==> src/rtl/slow_hold_pkg.sv <==
// Shared constants for the slow-mode hold logic: FSM encodings and the device
// index order, which matches the bit order of the slow-device config register.
package slow_hold_pkg;
  localparam logic [1:0] ST_IDLE  = 2'd0;
  localparam logic [1:0] ST_HOLD  = 2'd1;
  localparam logic [1:0] ST_COUNT = 2'd2;

  localparam int DEV_IACK = 0;
  localparam int DEV_VIA  = 1;
  localparam int DEV_IWM  = 2;
  localparam int DEV_SCC  = 3;
  localparam int DEV_SCSI = 4;
  localparam int DEV_SND  = 5;
  localparam int NUM_DEV  = 6;
endpackage

==> src/rtl/slow_tick.sv <==
// Timeout prescaler: counts 0..TICK_DIV-1 while enabled, held at 0 while cleared.
// Tick is a one-cycle pulse on the last prescaler value.
module slow_tick #(
  parameter int TICK_DIV = 64
) (
  input  logic CLK,
  input  logic nPOR,
  input  logic clr,
  input  logic en,
  output logic tick
);
  localparam int PW = (TICK_DIV > 1) ? $clog2(TICK_DIV) : 1;
  localparam logic [PW-1:0] LAST = PW'(TICK_DIV - 1);

  logic [PW-1:0] pre_q, pre_d;

  always_comb begin
    pre_d = pre_q;
    if (clr)
      pre_d = '0;
    else if (en)
      pre_d = (pre_q == LAST) ? '0 : pre_q + 1'b1;
  end

  always_ff @(posedge CLK or negedge nPOR) begin
    if (!nPOR)
      pre_q <= '0;
    else
      pre_q <= pre_d;
  end

  assign tick = en && !clr && (pre_q == LAST);
endmodule

==> src/rtl/slow_hold.sv <==
// Holds the accelerator in slow mode while an access hits a slow-enabled device,
// then for SlowTimeout ticks of TICK_DIV cycles after the access ends.
module slow_hold
  import slow_hold_pkg::*;
#(
  parameter int TICK_DIV = 64
) (
  input  logic       CLK,
  input  logic       nPOR,
  input  logic       BACT,
  input  logic       IACKCS,
  input  logic       VIACS,
  input  logic       IWMCS,
  input  logic       SCCCS,
  input  logic       SCSICS,
  input  logic       SndCS,
  input  logic       SlowIACK,
  input  logic       SlowVIA,
  input  logic       SlowIWM,
  input  logic       SlowSCC,
  input  logic       SlowSCSI,
  input  logic       SlowSnd,
  input  logic       SlowClockGate,
  input  logic [3:0] SlowTimeout,
  output logic       SlowReq,
  output logic       ClockGateReq,
  output logic [1:0] SlowState
);
  logic [NUM_DEV-1:0] dev_cs, dev_slow;
  logic               hit, tick;
  logic [1:0]         state_q, state_d;
  logic [3:0]         cnt_q, cnt_d;
  logic               slow_req_q, cg_req_q;

  assign dev_cs[DEV_IACK]   = IACKCS;
  assign dev_cs[DEV_VIA]    = VIACS;
  assign dev_cs[DEV_IWM]    = IWMCS;
  assign dev_cs[DEV_SCC]    = SCCCS;
  assign dev_cs[DEV_SCSI]   = SCSICS;
  assign dev_cs[DEV_SND]    = SndCS;
  assign dev_slow[DEV_IACK] = SlowIACK;
  assign dev_slow[DEV_VIA]  = SlowVIA;
  assign dev_slow[DEV_IWM]  = SlowIWM;
  assign dev_slow[DEV_SCC]  = SlowSCC;
  assign dev_slow[DEV_SCSI] = SlowSCSI;
  assign dev_slow[DEV_SND]  = SlowSnd;

  assign hit = BACT && |(dev_cs & dev_slow);

  slow_tick #(.TICK_DIV(TICK_DIV)) u_tick (
    .CLK  (CLK),
    .nPOR (nPOR),
    .clr  (state_q != ST_COUNT),
    .en   (state_q == ST_COUNT),
    .tick (tick)
  );

  // A hit in COUNT beats a coincident final tick.
  always_comb begin
    state_d = state_q;
    cnt_d   = cnt_q;
    case (state_q)
      ST_IDLE: if (hit) state_d = ST_HOLD;
      ST_HOLD: begin
        if (!BACT) begin
          if (SlowTimeout == 4'd0) begin
            state_d = ST_IDLE;
          end else begin
            state_d = ST_COUNT;
            cnt_d   = SlowTimeout;
          end
        end
      end
      ST_COUNT: begin
        if (hit) begin
          state_d = ST_HOLD;
          cnt_d   = 4'd0;
        end else if (tick) begin
          if (cnt_q == 4'd1) begin
            state_d = ST_IDLE;
            cnt_d   = 4'd0;
          end else begin
            cnt_d = cnt_q - 4'd1;
          end
        end
      end
      default: begin
        state_d = ST_IDLE;
        cnt_d   = 4'd0;
      end
    endcase
  end

  always_ff @(posedge CLK or negedge nPOR) begin
    if (!nPOR) begin
      state_q    <= ST_IDLE;
      cnt_q      <= 4'd0;
      slow_req_q <= 1'b0;
      cg_req_q   <= 1'b0;
    end else begin
      state_q    <= state_d;
      cnt_q      <= cnt_d;
      slow_req_q <= (state_d != ST_IDLE);
      cg_req_q   <= (state_d != ST_IDLE) && SlowClockGate;
    end
  end

  assign SlowReq      = slow_req_q;
  assign ClockGateReq = cg_req_q;
  assign SlowState    = state_q;
endmodule

==> config.mk <==
export PLATFORM = sky130hd
export DESIGN_NAME = slow_hold
export DESIGN_NICKNAME = d
export VERILOG_FILES = /design/src/rtl/slow_hold_pkg.sv /design/src/rtl/slow_tick.sv /design/src/rtl/slow_hold.sv
export SDC_FILE = /design/constraint.sdc
export NUM_CORES = 1
export LEC_CHECK = 0
export CORE_MARGIN = 2
export CORE_UTILIZATION = 42
export CTS_BUF_LIST = sky130_fd_sc_hd__clkbuf_16
export DETAILED_ROUTE_END_ITERATION = 12
export GPL_ROUTABILITY_DRIVEN = 0
export HOLD_SLACK_MARGIN = 0.06
export PLACE_DENSITY = 0.79
export REMOVE_ABC_BUFFERS = 1
export SYNTH_ARGS = -nofsm -noshare
export SYNTH_HDL_FRONTEND = slang
export SYNTH_HIERARCHICAL = 1
export SYNTH_SLANG_ARGS = --single-unit
export TNS_END_PERCENT = 30
==> constraint.sdc <==
create_clock -name CLK -period 2.3 [get_ports CLK]
set_clock_uncertainty 0.15 [all_clocks]
set_input_delay 0.46 -clock CLK [delete_from_list [all_inputs] [get_ports CLK]]
set_output_delay 0.46 -clock CLK [all_outputs]
set_load 0.01 [all_outputs]
==> impl_metrics.yaml, run 1 <==
sta:
  final-hold-violation-count: 0
  rsz0062_at_grt: "yes"
  period_share: 0.948
  min_period_ns: 2.18
  hold_slack_ns: 0.370
  worstMarginPinSlew_ns: 0.660
  max_freq_mhz: 459
  finalMaxSlewViolations: 0
  setup-violations-final: 0
  slew_headroom: 0.559
  worst_slack_ns: 0.119
critical_path:
  crit_chain: "ha_2, nand4_1, or2_4, nor3b_4, nand2_1, a222oi_1, o32ai_1, or2_1"
  cp.arrival_ns: 2.16
  start_kind: "register"
  r2r_slack_ns: 0.12
  cp.required_ns: 2.28
  cp_slowest_cell: "dfrtp_1"
  path_class: "register to register"
  slowest_delay_ns: 0.36
  endpoint_kind: "register"
  critPathMaxFanout: 3
synthesis:
  ys_types: 37
  ys_seq_area_frac: 0.385
  synth_top_area_frac: 0.385
  synth_area_leaders: "dfrtp_1 39%, ha_1 9.6%, inv_1 4.1%"
  yosys.area.top_type: "dfrtp_1"
  synth_seq_cells: 14
  synth_top_family_by_area: "compound AO/OA/AOI/OAI gates"
  syn-mean-instance-area_um2: 9.28
  synth-simple-area-share: 0.206
  ys_warn_count: 6
  syn_inst: 98
  synth_xor_area_frac: 0.0289
  synth-compound-area-share: 0.217
  syn_area_um2: 910
  synth_fa_ha_area_frac: 0.0963
  muxShareOfSynthArea: 0.0110
floorplan:
  num_rows: 16
  die_h_um: 50.5
  die_x_um: 50.5
  start_util: 0.454
  ios: 24
  die-area_mm2: 0.00255
  core_area_mm2: 0.00200
placed_design:
  hpwl_mm: 1.63
  portBuffers: 23
  dpl_worst_slack_ns: -0.0685
  placedInstanceArea_mm2: 0.00124
routing:
  ant_nets: 0
  wire_per_inst_um: 13.0
  wl_mm: 2.08
  num_vias: 893
  vias_per_cell: 5.58
  drcViolationCount: 0
  drtIter0Drc: 22
  first_pass_iters: 4
pwr:
  vdd_drop_max_uv: 549
  power.leakage_nw: 0.578
  p_per_area_mw_per_mm2: 957
grt:
  antenna_found_initial: 0
  grt_max_degree: 15
  grt_usage: 0.194
  grt.overflow.total: 0
  grt_pass1_wl_mm: 3.75
  grt_pass1_vias: 945
worst_hold_path:
  hp-class: "register to register"
cells_and_area:
  final_cell_mix: "23 x clkdlybuf4s50_1, 14 x dfrtp_1, 11 x buf_4, 10 x inv_1, 9 x nand2_1"
  fin_area_mm2: 0.00136
  insertedDiodeCount: 0
  layout_commonest_cell: "clkdlybuf4s50_1"
  final_layout_size_suffix_gt1_frac: 0.195
  area_growth_pct: 49.2
  nets: 161
clocking:
  htree_levels: 1
  clk_path_buf_depth: 2
  holdBufCountCts: 0
  cts_root_buf: "clkbuf_16"
  clock_latency_ns: 0.24
  clkTransAtPathRegs_ns: 0.05
  cts.sinks: 14
  numCtsBuffers: 3
  cts_tree: "done"
  post_cts_buffers: 0
outcome:
  outcome: "finished clean"
job:
  drv_cap: 0
-- kinds of logic after synthesis --
| family | count (synthesis) |
|---|---|
| adders and majority gates | 7 |
| buffers and inverters | 13 |
| DFF | 14 |
| and+or+nand+nor | 34 |
| muxes | 1 |
| xor gates and xnor gates | 3 |
| AOI/OAI and AO/OA | 26 |
-- repair_timing --
action                                  in CTS  in global routing
resized for setup                            1                 10
pin swaps                                    1                  0
endpoints found under the setup margin       6                  6
gates cloned                                 0                  0
hold endpoints to repair                     0                  0
-- worst max-delay path: cells and delay by family (launching register included) --
family	cells	cell delay (ns)
DFF	1	0.36
and+or+nand+nor	5	0.91
adders and majority gates	1	0.19
AOI/OAI and AO/OA	2	0.46
-- report_power, final --
group,internal (mW),total (mW),switching [mW]
Sequential,0.302,0.338,0.0364
Combinational,0.318,0.636,0.318
Clock,0.229,0.325,0.0956
-- layout make-up --
type                       count  area (µm²)
tap                           27        33.8
clock inverter                 1        3.75
timing repair buffer          34         313
sequential                    14         350
inverter                      10        37.5
fill                         163         644
clock buffer                   3        75.1
multi-input combinational     71         544
-- Yosys cell counts --
| cell type | instances |
|---|---|
| xor2_1 | 3 |
| nand3b_1 | 1 |
| o21ai_0 | 4 |
| or2_2 | 2 |
| o31ai_1 | 1 |
| a31oi_1 | 3 |
| clkbuf_1 | 2 |
| nor3_2 | 1 |
| o31a_1 | 2 |
| buf_2 | 1 |
| nor2_1 | 6 |
| a31o_2 | 1 |
| a22oi_1 | 3 |
| or3_1 | 1 |
| nand2b_1 | 2 |
| o21a_1 | 1 |
| nand4_1 | 2 |
| o22ai_1 | 1 |
| nand2_1 | 9 |
| a221o_1 | 1 |
| nand3_2 | 1 |
| a22o_1 | 3 |
| a311oi_1 | 1 |
| inv_1 | 10 |
| nand3_1 | 3 |
| or2_1 | 1 |
| a222oi_1 | 1 |
| a21o_2 | 1 |
| nor3_1 | 1 |
| or4_4 | 1 |
| o32ai_1 | 1 |
| a32oi_1 | 1 |
| dfrtp_1 | 14 |
| ha_1 | 7 |
| nor3b_1 | 3 |
| mux2i_1 | 1 |
| a211oi_1 | 1 |
-- metrics by stage --
step / total power [mW] / cells / TNS, ns / utilization
final: 1.30 / 160 / 0 / 0.678
after floorplan: 0.680 / 95 / -0.319 / -
after global routing: 1.40 / 160 / -0.0664 / 0.678
after global placement: 0.900 / 156 / -0.0293 / 0.621
after detailed placement: 0.925 / 156 / -0.275 / 0.621
after CTS: 1.26 / 160 / 0 / 0.663
-- state kept, by name, summed over array words and instances, names as in the netlist --
name	flops
u_tick/pre_q	6
cnt_q	4
SlowState	2
ClockGateReq	1
SlowReq	1
-- per-layer routing --
metal  vias up  wire length, µm  global-route usage
met2        41             1120               0.351
met1       418              779               0.214
met3         2              161              0.0327
met5         -                0                   0
li1        432                -                   -
met4         0               23               0.104
-- worst paths after layout --
path,start,cells past startpoint,endpoint
setup reg to reg,u_tick/pre_q[0],8,SlowReq
hold reg to reg,cnt_q[1],2,cnt_q[1]
setup / recovery,u_tick/pre_q[0],8,SlowReq
min in group asynchronous,nPOR,1,u_tick/pre_q[2]
max in group asynchronous,nPOR,1,u_tick/pre_q[0]
hold / removal,cnt_q[1],2,cnt_q[1]
(Power assumes the default switching activity.)
==> run 2: changes to the inputs <==
--- a/config.mk
+++ b/config.mk
@@ -5,6 +5,7 @@
 export SDC_FILE = /design/constraint.sdc
 export NUM_CORES = 1
 export LEC_CHECK = 0
+export CORE_ASPECT_RATIO = 1.2
 export CORE_MARGIN = 2
 export CORE_UTILIZATION = 42
 export CTS_BUF_LIST = sky130_fd_sc_hd__clkbuf_16
==> run 2 against run 1 <==
  * Cell area down 1.0%
  * Flip-flop and latch count is the same
  * Final cell count did not move
  * Clock-buffer cell count is the same
  * Register-to-register slack worse by 0.10 ns
  * Sequential share of layout area increased by 0.26 points
  * Via count shrank 0.90%
  * Setup slack got worse by 0.10 ns
  * Clock power shrank 4%
  * Critical endpoint unchanged
  * Largest cell class unchanged
==> impl_metrics.yaml, run 2 (same netlist as run 1, synthesis figures left out) <==
cells_and_area:
  final_cell_mix: "23 x clkdlybuf4s50_1, 14 x dfrtp_1, 10 x inv_1, 9 x nand2_1, 9 x buf_4"
  final_layout_size_suffix_gt1_frac: 0.177
  layout_commonest_cell: "clkdlybuf4s50_1"
  final-seq-area_um2: 350
  largest_reg_flops: 6
  fill_cells: 154
  regMostFlops: "u_tick/pre_q"
  insertedDiodeCount: 0
  area_growth_pct: 47.7
  nets: 159
  multi_input_area_um2: 546
clocking:
  cts.sinks: 14
  post_cts_buffers: 0
  cts_tree: "done"
  clock_latency_ns: 0.24
  numCtsBuffers: 3
  htree_levels: 1
  clk_path_buf_depth: 2
  clkTransAtPathRegs_ns: 0.04
  cts_root_buf: "clkbuf_16"
pwr:
  switchingPower_uw: 430
  p_per_area_mw_per_mm2: 942
  internal_power_uw: 836
  p_comb_frac: 0.486
  p_total_mw: 1.27
  p_clk_frac: 0.247
  power.leakage_nw: 0.562
  vdd_drop_max_uv: 598
  p_sw_frac: 0.340
  pwr-share-seq: 0.268
routing:
  vias_per_cell: 5.53
  drtIter0Drc: 20
  wl_mm: 2.11
  num_vias: 885
  drcViolationCount: 0
  first_pass_iters: 4
  wire_per_inst_um: 13.2
  ant_nets: 0
grt:
  met3_usage: 0.0422
  grt_max_degree: 15
  grt_use_met1: 0.211
  grt_pass1_wl_mm: 3.59
  grt_usage: 0.197
  grt_pass1_vias: 881
  antenna_found_initial: 0
  grt.busiest_layer: "met2"
  grt.overflow.total: 0
  use_met2: 0.361
critical_path:
  reg2reg_depth: 9
  r2r_start: "u_tick/pre_q[0]"
  cp.required_ns: 2.27
  start_kind: "register"
  cp-startpoint: "u_tick/pre_q[0]"
  endpoint_kind: "register"
  cp.arrival_ns: 2.25
  critPathMaxFanout: 4
  path_class: "register to register"
sta:
  worstMarginPinSlew_ns: 0.625
  min_period_ns: 2.28
  slew_headroom: 0.582
  finalMaxSlewViolations: 0
  rsz0062_at_grt: "yes"
  period_share: 0.992
  tns_ns: 0
  hold_slack_ns: 0.357
  final-hold-violation-count: 0
  setup-violations-final: 0
  max_freq_mhz: 438
worst_hold_path:
  hp-start: "cnt_q[1]"
  worstHoldPathCells: 2
  hp-class: "register to register"
floorplan:
  die_h_um: 55.0
  core_area_mm2: 0.00205
  die-area_mm2: 0.00256
  num_rows: 18
  ios: 24
  die_x_um: 46.5
  start_util: 0.444
placed_design:
  portBuffers: 23
  hpwl_mm: 1.60
job:
  drv_cap: 0
outcome:
  outcome: "finished clean"
-- run 2: cell types whose count changed in the layout (fill, tap and decap cells not counted), sizes merged --
cell / delta
buf: -2
clkinv: -1
-- run 2: final cells by class --
cell class                      count  share of cell area
Sequential cell                    14               0.261
Timing Repair Buffer               32               0.222
Multi-Input combinational cell     71               0.406
Tap cell                           30              0.0279
Inverter                           10              0.0279
Clock buffer                        3              0.0559
-- run 2: metal layers --
layer	wire [µm]	vias to the layer above
met5	0	-
met4	40	0
met3	86	6
met2	1160	31
met1	825	424
li1	-	424
-- run 2: worst paths after layout --
path	end	slack, ns
max reg2reg	SlowReq	0.02
min	cnt_q[1]	0.36
max	SlowReq	0.02
min in group asynchronous	cnt_q[3]	0.47
max in group asynchronous	SlowReq	1.13
min reg2reg	cnt_q[1]	0.36
-- run 2: critical path, stage by stage (launching register included) --
cell and delay, ns:
dfrtp_1 0.40, ha_4 0.16, nand4_1 0.10, or2_4 0.27, nor3b_4 0.20, nand2_1 0.09
buf_4 0.15, o21ai_0 0.24, a211oi_1 0.16, or2_1 0.23
-- run 2: per-stage QoR --
step / setup WS [ns] / instance area [µm²] / utilization / cells
6_report: 0.0185 / 1340 / 0.656 / 160
4_1_cts: 0.0105 / 1320 / 0.642 / 160
3_3_place_gp: -0.0313 / 1230 / 0.601 / 157
5_1_grt: -0.0602 / 1340 / 0.656 / 160
2_1_floorplan: -0.0821 / 897 / - / 95
3_5_place_dp: -0.0662 / 1230 / 0.601 / 157
-- run 2: power by group through the flow --
stage               Combinational (mW)  Clock (mW)  Sequential, mW
floorplan                        0.322           0           0.359
global route                     0.681       0.333           0.344
detailed placement               0.576           0           0.339
global placement                 0.560           0           0.338
finish                           0.614       0.312           0.339
CTS                              0.586       0.318           0.337
-- run 2: what timing repair did --
item                                   in CTS  in global routing
hold buffers                                0                  0
pin swaps                                   0                  3
setup endpoints to repair                   6                  6
resized for setup                           3                  6
endpoints found under the hold margin       0                  0
